## src/rtl/cs161_mc_datapath.sv

```systemverilog
// rtl/cs161_mc_datapath.sv - multi-cycle MIPS-subset core with a unified req/ready memory port
//
// Purpose: fetch/decode/exec/mem/writeback machine over one shared memory port.
// Optional feature macro: CS161_MC_TRAP_EN (unknown opcode/funct halts with trap=1;
// when undefined, unknown instructions retire as NOPs and trap is tied 0).
// Ports:
//   clk, rst            rising-edge clock, asynchronous active-high reset
//   mem_req/mem_we      memory request and write qualifier
//   mem_addr/mem_wdata  byte address and store data
//   mem_ready/mem_rdata completion handshake and read data
//   prog_count, instr_opcode, state, write_reg_en/addr/data  debug taps
//   instr_retired       one-cycle pulse in the last cycle of each instruction
//   trap                illegal-instruction halt flag
module cs161_mc_datapath #(
  parameter int          WORD_SIZE = 32,
  parameter logic [63:0] RESET_PC  = 64'h0
) (
  input  logic                 clk,
  input  logic                 rst,
  output logic                 mem_req,
  output logic                 mem_we,
  output logic [WORD_SIZE-1:0] mem_addr,
  output logic [WORD_SIZE-1:0] mem_wdata,
  input  logic                 mem_ready,
  input  logic [WORD_SIZE-1:0] mem_rdata,
  output logic [WORD_SIZE-1:0] prog_count,
  output logic [5:0]           instr_opcode,
  output logic [2:0]           state,
  output logic                 write_reg_en,
  output logic [4:0]           write_reg_addr,
  output logic [WORD_SIZE-1:0] write_reg_data,
  output logic                 instr_retired,
  output logic                 trap
);
  localparam logic [2:0] S_FETCH = 3'd0, S_DECODE = 3'd1, S_EXEC = 3'd2,
                         S_MEM   = 3'd3, S_WB     = 3'd4, S_HALT = 3'd5;
  localparam logic [5:0] OP_RTYPE = 6'h00, OP_J = 6'h02, OP_BEQ = 6'h04,
                         OP_ADDI  = 6'h08, OP_LW = 6'h23, OP_SW = 6'h2B;

  logic [2:0]           cur_state, next_state;
  logic [WORD_SIZE-1:0] pc, a_reg, b_reg, alu_out, mdr;
  logic [31:0]          ir;
  logic [WORD_SIZE-1:0] regs [32];

  // Instruction field decode
  logic [5:0]           opcode, funct;
  logic [4:0]           rs, rt, rd;
  logic [WORD_SIZE-1:0] imm_sext, br_off, alu_res, wb_data;
  logic [4:0]           wb_addr;
  logic                 is_r, is_addi, is_lw, is_sw, is_beq, is_j, known;

  assign opcode   = ir[31:26];
  assign rs       = ir[25:21];
  assign rt       = ir[20:16];
  assign rd       = ir[15:11];
  assign funct    = ir[5:0];
  assign imm_sext = {{(WORD_SIZE-16){ir[15]}}, ir[15:0]};
  assign br_off   = {imm_sext[WORD_SIZE-3:0], 2'b00};

  assign is_r    = (opcode == OP_RTYPE) &&
                   (funct == 6'h20 || funct == 6'h22 || funct == 6'h24 ||
                    funct == 6'h25 || funct == 6'h2A);
  assign is_addi = (opcode == OP_ADDI);
  assign is_lw   = (opcode == OP_LW);
  assign is_sw   = (opcode == OP_SW);
  assign is_beq  = (opcode == OP_BEQ);
  assign is_j    = (opcode == OP_J);
  assign known   = is_r || is_addi || is_lw || is_sw || is_beq || is_j;

  // R-type ALU; slt compares as signed and zero-extends the 1-bit result
  always_comb begin
    alu_res = '0;
    case (funct)
      6'h20:   alu_res = a_reg + b_reg;
      6'h22:   alu_res = a_reg - b_reg;
      6'h24:   alu_res = a_reg & b_reg;
      6'h25:   alu_res = a_reg | b_reg;
      6'h2A:   alu_res = {{(WORD_SIZE-1){1'b0}}, ($signed(a_reg) < $signed(b_reg))};
      default: alu_res = '0;
    endcase
  end

  // R-type writes rd; addi and lw write rt
  assign wb_addr = (opcode == OP_RTYPE) ? rd : rt;
  assign wb_data = is_lw ? mdr : alu_out;

  // State register
  always_ff @(posedge clk or posedge rst) begin
    if (rst) cur_state <= S_FETCH;
    else     cur_state <= next_state;
  end

  // Next-state logic
  always_comb begin
    next_state = cur_state;
    case (cur_state)
      S_FETCH:  if (mem_ready) next_state = S_DECODE;
      S_DECODE: next_state = S_EXEC;
      S_EXEC: begin
        if (is_r || is_addi)     next_state = S_WB;
        else if (is_lw || is_sw) next_state = S_MEM;
        else if (is_beq || is_j) next_state = S_FETCH;
        else begin
`ifdef CS161_MC_TRAP_EN
          next_state = S_HALT;
`else
          next_state = S_FETCH;
`endif
        end
      end
      S_MEM:    if (mem_ready) next_state = is_lw ? S_WB : S_FETCH;
      S_WB:     next_state = S_FETCH;
      S_HALT:   next_state = S_HALT;
      default:  next_state = S_FETCH;
    endcase
  end

  // Outputs; everything is forced low while reset is asserted so an
  // in-flight request is dropped in the same cycle
  always_comb begin
    mem_req        = 1'b0;
    mem_we         = 1'b0;
    mem_addr       = '0;
    mem_wdata      = '0;
    write_reg_en   = 1'b0;
    write_reg_addr = '0;
    write_reg_data = '0;
    instr_retired  = 1'b0;
    trap           = 1'b0;
    prog_count     = pc;
    instr_opcode   = opcode;
    state          = cur_state;
    if (!rst) begin
      case (cur_state)
        S_FETCH: begin
          mem_req  = 1'b1;
          mem_addr = pc;
        end
        S_EXEC: begin
`ifdef CS161_MC_TRAP_EN
          instr_retired = is_beq || is_j;
`else
          instr_retired = is_beq || is_j || !known;
`endif
        end
        S_MEM: begin
          mem_req       = 1'b1;
          mem_addr      = alu_out;
          mem_we        = is_sw;
          mem_wdata     = is_sw ? b_reg : '0;
          instr_retired = is_sw && mem_ready;
        end
        S_WB: begin
          write_reg_en   = 1'b1;
          write_reg_addr = wb_addr;
          write_reg_data = wb_data;
          instr_retired  = 1'b1;
        end
        S_HALT: begin
`ifdef CS161_MC_TRAP_EN
          trap = 1'b1;
`else
          trap = 1'b0;
`endif
        end
        default: ;
      endcase
    end
  end

  // Datapath registers and register file
  always_ff @(posedge clk or posedge rst) begin
    if (rst) begin
      pc      <= RESET_PC[WORD_SIZE-1:0];
      ir      <= '0;
      a_reg   <= '0;
      b_reg   <= '0;
      alu_out <= '0;
      mdr     <= '0;
      for (int i = 0; i < 32; i++) regs[i] <= '0;
    end else begin
      case (cur_state)
        S_FETCH: if (mem_ready) begin
          ir <= mem_rdata[31:0];
          pc <= pc + WORD_SIZE'(4);
        end
        S_DECODE: begin
          a_reg   <= regs[rs];
          b_reg   <= regs[rt];
          alu_out <= pc + br_off;
        end
        S_EXEC: begin
          if (is_r)                           alu_out <= alu_res;
          else if (is_addi || is_lw || is_sw) alu_out <= a_reg + imm_sext;
          else if (is_beq && a_reg == b_reg)  pc      <= alu_out;
          else if (is_j)                      pc      <= {pc[WORD_SIZE-1:28], ir[25:0], 2'b00};
        end
        S_MEM: if (mem_ready && is_lw) mdr <= mem_rdata;
        S_WB:  if (wb_addr != 5'd0) regs[wb_addr] <= wb_data;
        default: ;
      endcase
    end
  end
endmodule

```

## config.mk

```make
export PLATFORM = sky130hd
export DESIGN_NAME = cs161_mc_datapath
export DESIGN_NICKNAME = d
export VERILOG_FILES = /design/src/rtl/cs161_mc_datapath.sv
export SDC_FILE = /design/constraint.sdc
export NUM_CORES = 2
export LEC_CHECK = 0
export BUFFER_PORTS_ARGS = -buffer_cell sky130_fd_sc_hd__buf_2
export CAP_MARGIN = 20
export CORE_UTILIZATION = 50
export CTS_CLUSTER_DIAMETER = 200
export DETAILED_ROUTE_END_ITERATION = 8
export PLACE_DENSITY = 0.77
export SLEW_MARGIN = 20
export SYNTH_ARGS = -nofsm -noshare
export SYNTH_HDL_FRONTEND = slang
export SYNTH_SLANG_ARGS = --single-unit
```

## constraint.sdc

```tcl
create_clock -name clk -period 49.3 [get_ports clk]
set_input_delay 7.395 -clock clk [delete_from_list [all_inputs] [get_ports clk]]
set_output_delay 7.395 -clock clk [all_outputs]
set_load 0.1 [all_outputs]
```

-- After elaboration in Yosys (flattened, before gate mapping)
Index checks and enable logic that the tools add are counted.
- bits in read-only memories: 0
- input port bits: 35
- output and inout bits: 147
- latch bits: 0
- word-level logic and storage cells: 155
- bits in writable memories: 0
- memories: 0
- flip-flop bits (word level): 1219
- eq/ne operators: 23
- order comparisons: 5
- multiplexer cells: 44
- shifts and indexed selects: 0
- bitwise logic cells: 5
- reductions and logical operators: 33
- div/mod/pow operators: 0
- multipliers: 0
- add/sub/neg operators: 5
- operators with widths (operator ; number):
    $bwmux W1024 ; 1
    $mux W32 ; 18
    $bmux W32 S5 ; 2
    $pmux W32 S2 ; 3
    $demux W32 S5 ; 1
    $pmux W32 S5 ; 1
    $add A32 B32 Y32 ; 3
    $eq A6 B6 Y1 const B ; 7
    $add A32 B3 Y32 const B ; 1
    $and A32 B32 Y32 ; 1
    $eq A32 B32 Y1 ; 1
    $lt A32 B32 Y1 ; 1
    $or A32 B32 Y32 ; 1
    $sub A32 B32 Y32 ; 1
    $mux W28 ; 1
    $ge A6 B6 Y1 const B ; 3
    $not A5 Y6 ; 3
    $mux W5 ; 3
    $pmux W3 S5 ; 1
    $logic_or A1 B1 Y1 ; 14
    $mux W3 ; 4
    $ne A2 B2 Y1 const B ; 5
    $reduce_and A2 Y1 ; 5
    $reduce_and A5 Y1 ; 2
    other kinds (18) ; 32

-- Logic depth before layout (Yosys ltp)
- word-level depth: 15
- depth in mapped cells: 14
- gate-level depth less buffers: 13

-- Least setup slack after synthesis
No wires, ideal clock.
- kind: input to output
- from: input port rst
- to: output port write_reg_addr[2]
- buffers on the path: 3
- data required time: 41.905 ns
- stages on the path: 6
- arrival: 35.663 ns
- slack: 6.242 ns
- path through: clkbuf_1 inv_1 nand2_1 clkbuf_1 buf_1 nor2_1
- cells in the longest elaborated chain, start to end: 1
- RTL lines (item ; line ; RTL):
    from (decl) ; 19 ; input logic rst,
    $mux W5 ; 133 ; if (!rst) begin
    to (decl) ; 30 ; output logic [4:0] write_reg_addr,
No other way between the ends.

-- Final worst setup path
- from: input port rst
- to: output port write_reg_data[22]
- cells in the longest elaborated chain, start to end: 1
- RTL lines (item ; line ; RTL):
    $mux W32 ; 133 ;
    to (decl) ; 31 ; output logic [WORD_SIZE-1:0] write_reg_data,
No other way between the ends.

==> impl_metrics.json <==
{
  "status": "finished with violations",
  "violations": "design-rule violations",
  "p_int_w": 0.00234,
  "seq_area_frac_synth": 0.440,
  "cp_num_buf_inv": 4,
  "crit_path_start_kind": "primary input",
  "start_util": 0.504,
  "power_frac_seq": 0.317,
  "hold_depth": 0,
  "placedCellCount": 8010,
  "rsz0062_at_grt": "no",
  "ant_nets": 0,
  "core_mm2": 0.137,
  "reg2reg_depth": 7,
  "die_height_um": 374,
  "grt_max_degree": 163,
  "crit_start": "rst",
  "antenna_found_initial": 20,
  "yosys-top-cells-area": "dfrtp_1 (44%), mux4_2 (21%), a21oi_1 (5.3%)",
  "cts-root-buf": "clkbuf_16",
  "p_leak_nw": 32.7,
  "holdWs_ps": 395,
  "switchingPower_w": 0.00194,
  "path_max_fanout": 69,
  "hold_buffers": 0,
  "cts_tree": "done",
  "io_pins": 182,
  "grt_pass1_vias": 55200,
  "drv_slew": 0,
  "r2r_start": "ir[16]",
  "port_buffers": 180,
  "regMostFlops": "regs",
  "total_power_w": 0.00428,
  "ctsResizeCount": 0,
  "period_needed_ps": 16850,
  "min_to": "regs[1008]",
  "drive_gt1_frac": 0.201,
  "slowest_stage": "inv_8",
  "place_hpwl_um": 146000,
  "std_cell_rows": 136,
  "drt_wl_total_um": 233000,
  "clk_latency_ps": 800,
  "syn-cell-area_mm2": 0.0693,
  "swShare": 0.453,
  "p_per_area_mw_per_mm2": 56.3,
  "setup_viol": 0,
  "tightest_slew_ps": 1130,
  "fin_nets": 6546,
  "drc": 2,
  "synth-edff-count": 0,
  "synth_cell_types": 79,
  "clk_pin_slew_ps": 60,
  "dieWidth_um": 374,
  "hp-start": "regs[1008]",
  "cp-end-kind": "output port",
  "wl_per_cell_um": 28.3,
  "worstPathArrival_ps": 9460,
  "syn_nets": 6732,
  "peakVddDrop_v": 0.0000684,
  "syn_avg_cell_area_um2": 10.6,
  "grt_usage": 0.333,
  "fin_cells": 8237,
  "cts_sinks": 1219,
  "fin_setup_tns_ps": 0,
  "cpMostUsedCell": "buf_2",
  "async_flop_share": 1.00,
  "synthMostInstantiatedCell": "dfrtp_1",
  "place_congestion": 1.06,
  "slew_headroom": 0.223,
  "hold_violations": 0,
  "rr_endpoint": "b_reg[23]",
  "cpLargestDelayFamily": "buffers and inverters",
  "largest_register_ffs": 1024,
  "cap_viol_max_count": 0,
  "globalRouteOverflowTotal": 0,
  "ys_seq_elements": 1219,
  "syn_inst": 6529,
  "yosysWarningCount": 0,
  "synth_top_area_cell": "dfrtp_1",
  "clock_skew_ps": 96.4,
  "required_ps": 41910,
  "area_growth_pct": 9.63,
  "combPwrFrac": 0.452,
  "cts_setup_buffers": 0,
  "fin_crit_sh": 0.342,
  "path_class": "primary input to output port",
  "max_stage_delay_ps": 480,
  "cts-htree-levels": 3,
  "yosys_most_used_dff": "dfrtp_1",
  "path_cells": "buf_2 > inv_8 > nand2_2 > buf_12 > nor2_1 > buf_2",
  "nFillCells": 11200,
  "clkPwrFrac": 0.231,
  "first_iter_violations": 7908,
  "via_per_inst": 6.78,
  "cts_buffer_depth": 3,
  "cts_made_buffers": 120,
  "drt_pass1_iterations": 9,
  "rrSetupSlack_ps": 44020,
  "vias": 55900,
  "clock.fmax_mhz": 59.3,
  "synthTopCellsByCount": "dfrtp_1 (1219), nand2_1 (786), nor2_1 (735)",
  "yosys.area.top_type_share": 0.440,
  "min_path_type": "flop to flop",
  "die_area_mm2": 0.140,
  "grt_pass1_wl_um": 351000
}
## layer usage
metal,global-route usage,share of wire,up-vias,routed length [um]
li1,-,-,23300,-
met1,0.433,0.36,27900,84400
met2,0.511,0.46,3720,107000
met3,0.0875,0.12,859,28100
met4,0.182,0.061,20,14200
met5,0,0.00067,-,157
## power groups by stage
stage	registers (W)	clock network, W	logic [W]
after floorplan	0.00131	0	0.00135
final	0.00136	0.000989	0.00193
after CTS	0.00134	0.000994	0.00190
after global placement	0.00135	0	0.00187
after global routing	0.00136	0.00103	0.00204
after detailed placement	0.00136	0	0.00189
## placed cells by master (no fill, tap or decap), drive strengths merged, types with 71 or more instances in the layout
cell / Yosys / layout
dfrtp: 1219 / 1219
nand2: 786 / 786
nor2: 750 / 750
a21oi: 729 / 729
o21ai: 650 / 650
mux4: 640 / 640
buf: 166 / 310
clkbuf: 452 / 174
ha: 164 / 164
inv: 126 / 134
mux2i: 115 / 115
nor3: 71 / 71
## final cells by class
class	count	area [um2]	area share
repair buffers	310	2000	0.0263
multi-input cells	4566	36500	0.480
clock inverters	46	686	0.00903
diodes	2	5.00	0.0000659
well taps	1794	2240	0.0295
flip-flops and latches	1219	30500	0.402
clock buffers	174	3570	0.0469
inverters	126	480	0.00632
## through the flow
stage                     utilization  cell area, um2  setup slack (ps)
after floorplan                     -           69300              6240
after global placement          0.521           71600             32220
after detailed placement        0.521           71600             32040
after CTS                       0.552           75800             32040
after global routing            0.553           76000             32300
final                           0.553           76000             32450
## worst max path at each step
| stage | to | slack, ps | cells after the start |
|---|---|---|---|
| floorplan | write_reg_addr[2] | 6240 | 6 |
| global placement | write_reg_data[25] | 32220 | 5 |
| detailed placement | write_reg_data[22] | 32040 | 5 |
| CTS | write_reg_data[22] | 32040 | 5 |
| global route | write_reg_data[22] | 32300 | 6 |
| finish | write_reg_data[22] | 32450 | 6 |
## cell families (layout without fill, tap and decap cells)
kind of cell             count (synthesis)  after routing  share of synthesized area
AND/OR/NAND/NOR                       1805           1805                      0.107
AO/OA/AOI/OAI                         1720           1720                      0.139
flip-flops                            1219           1219                      0.440
multiplexers                           791            791                      0.230
buffers and inverters                  744            656                     0.0424
adder cells (fa/ha/maj)                168            168                     0.0308
XOR/XNOR                                81             81                     0.0102
other                                    1              3                  0.0000541
Power figures use the tool's default switching activity.
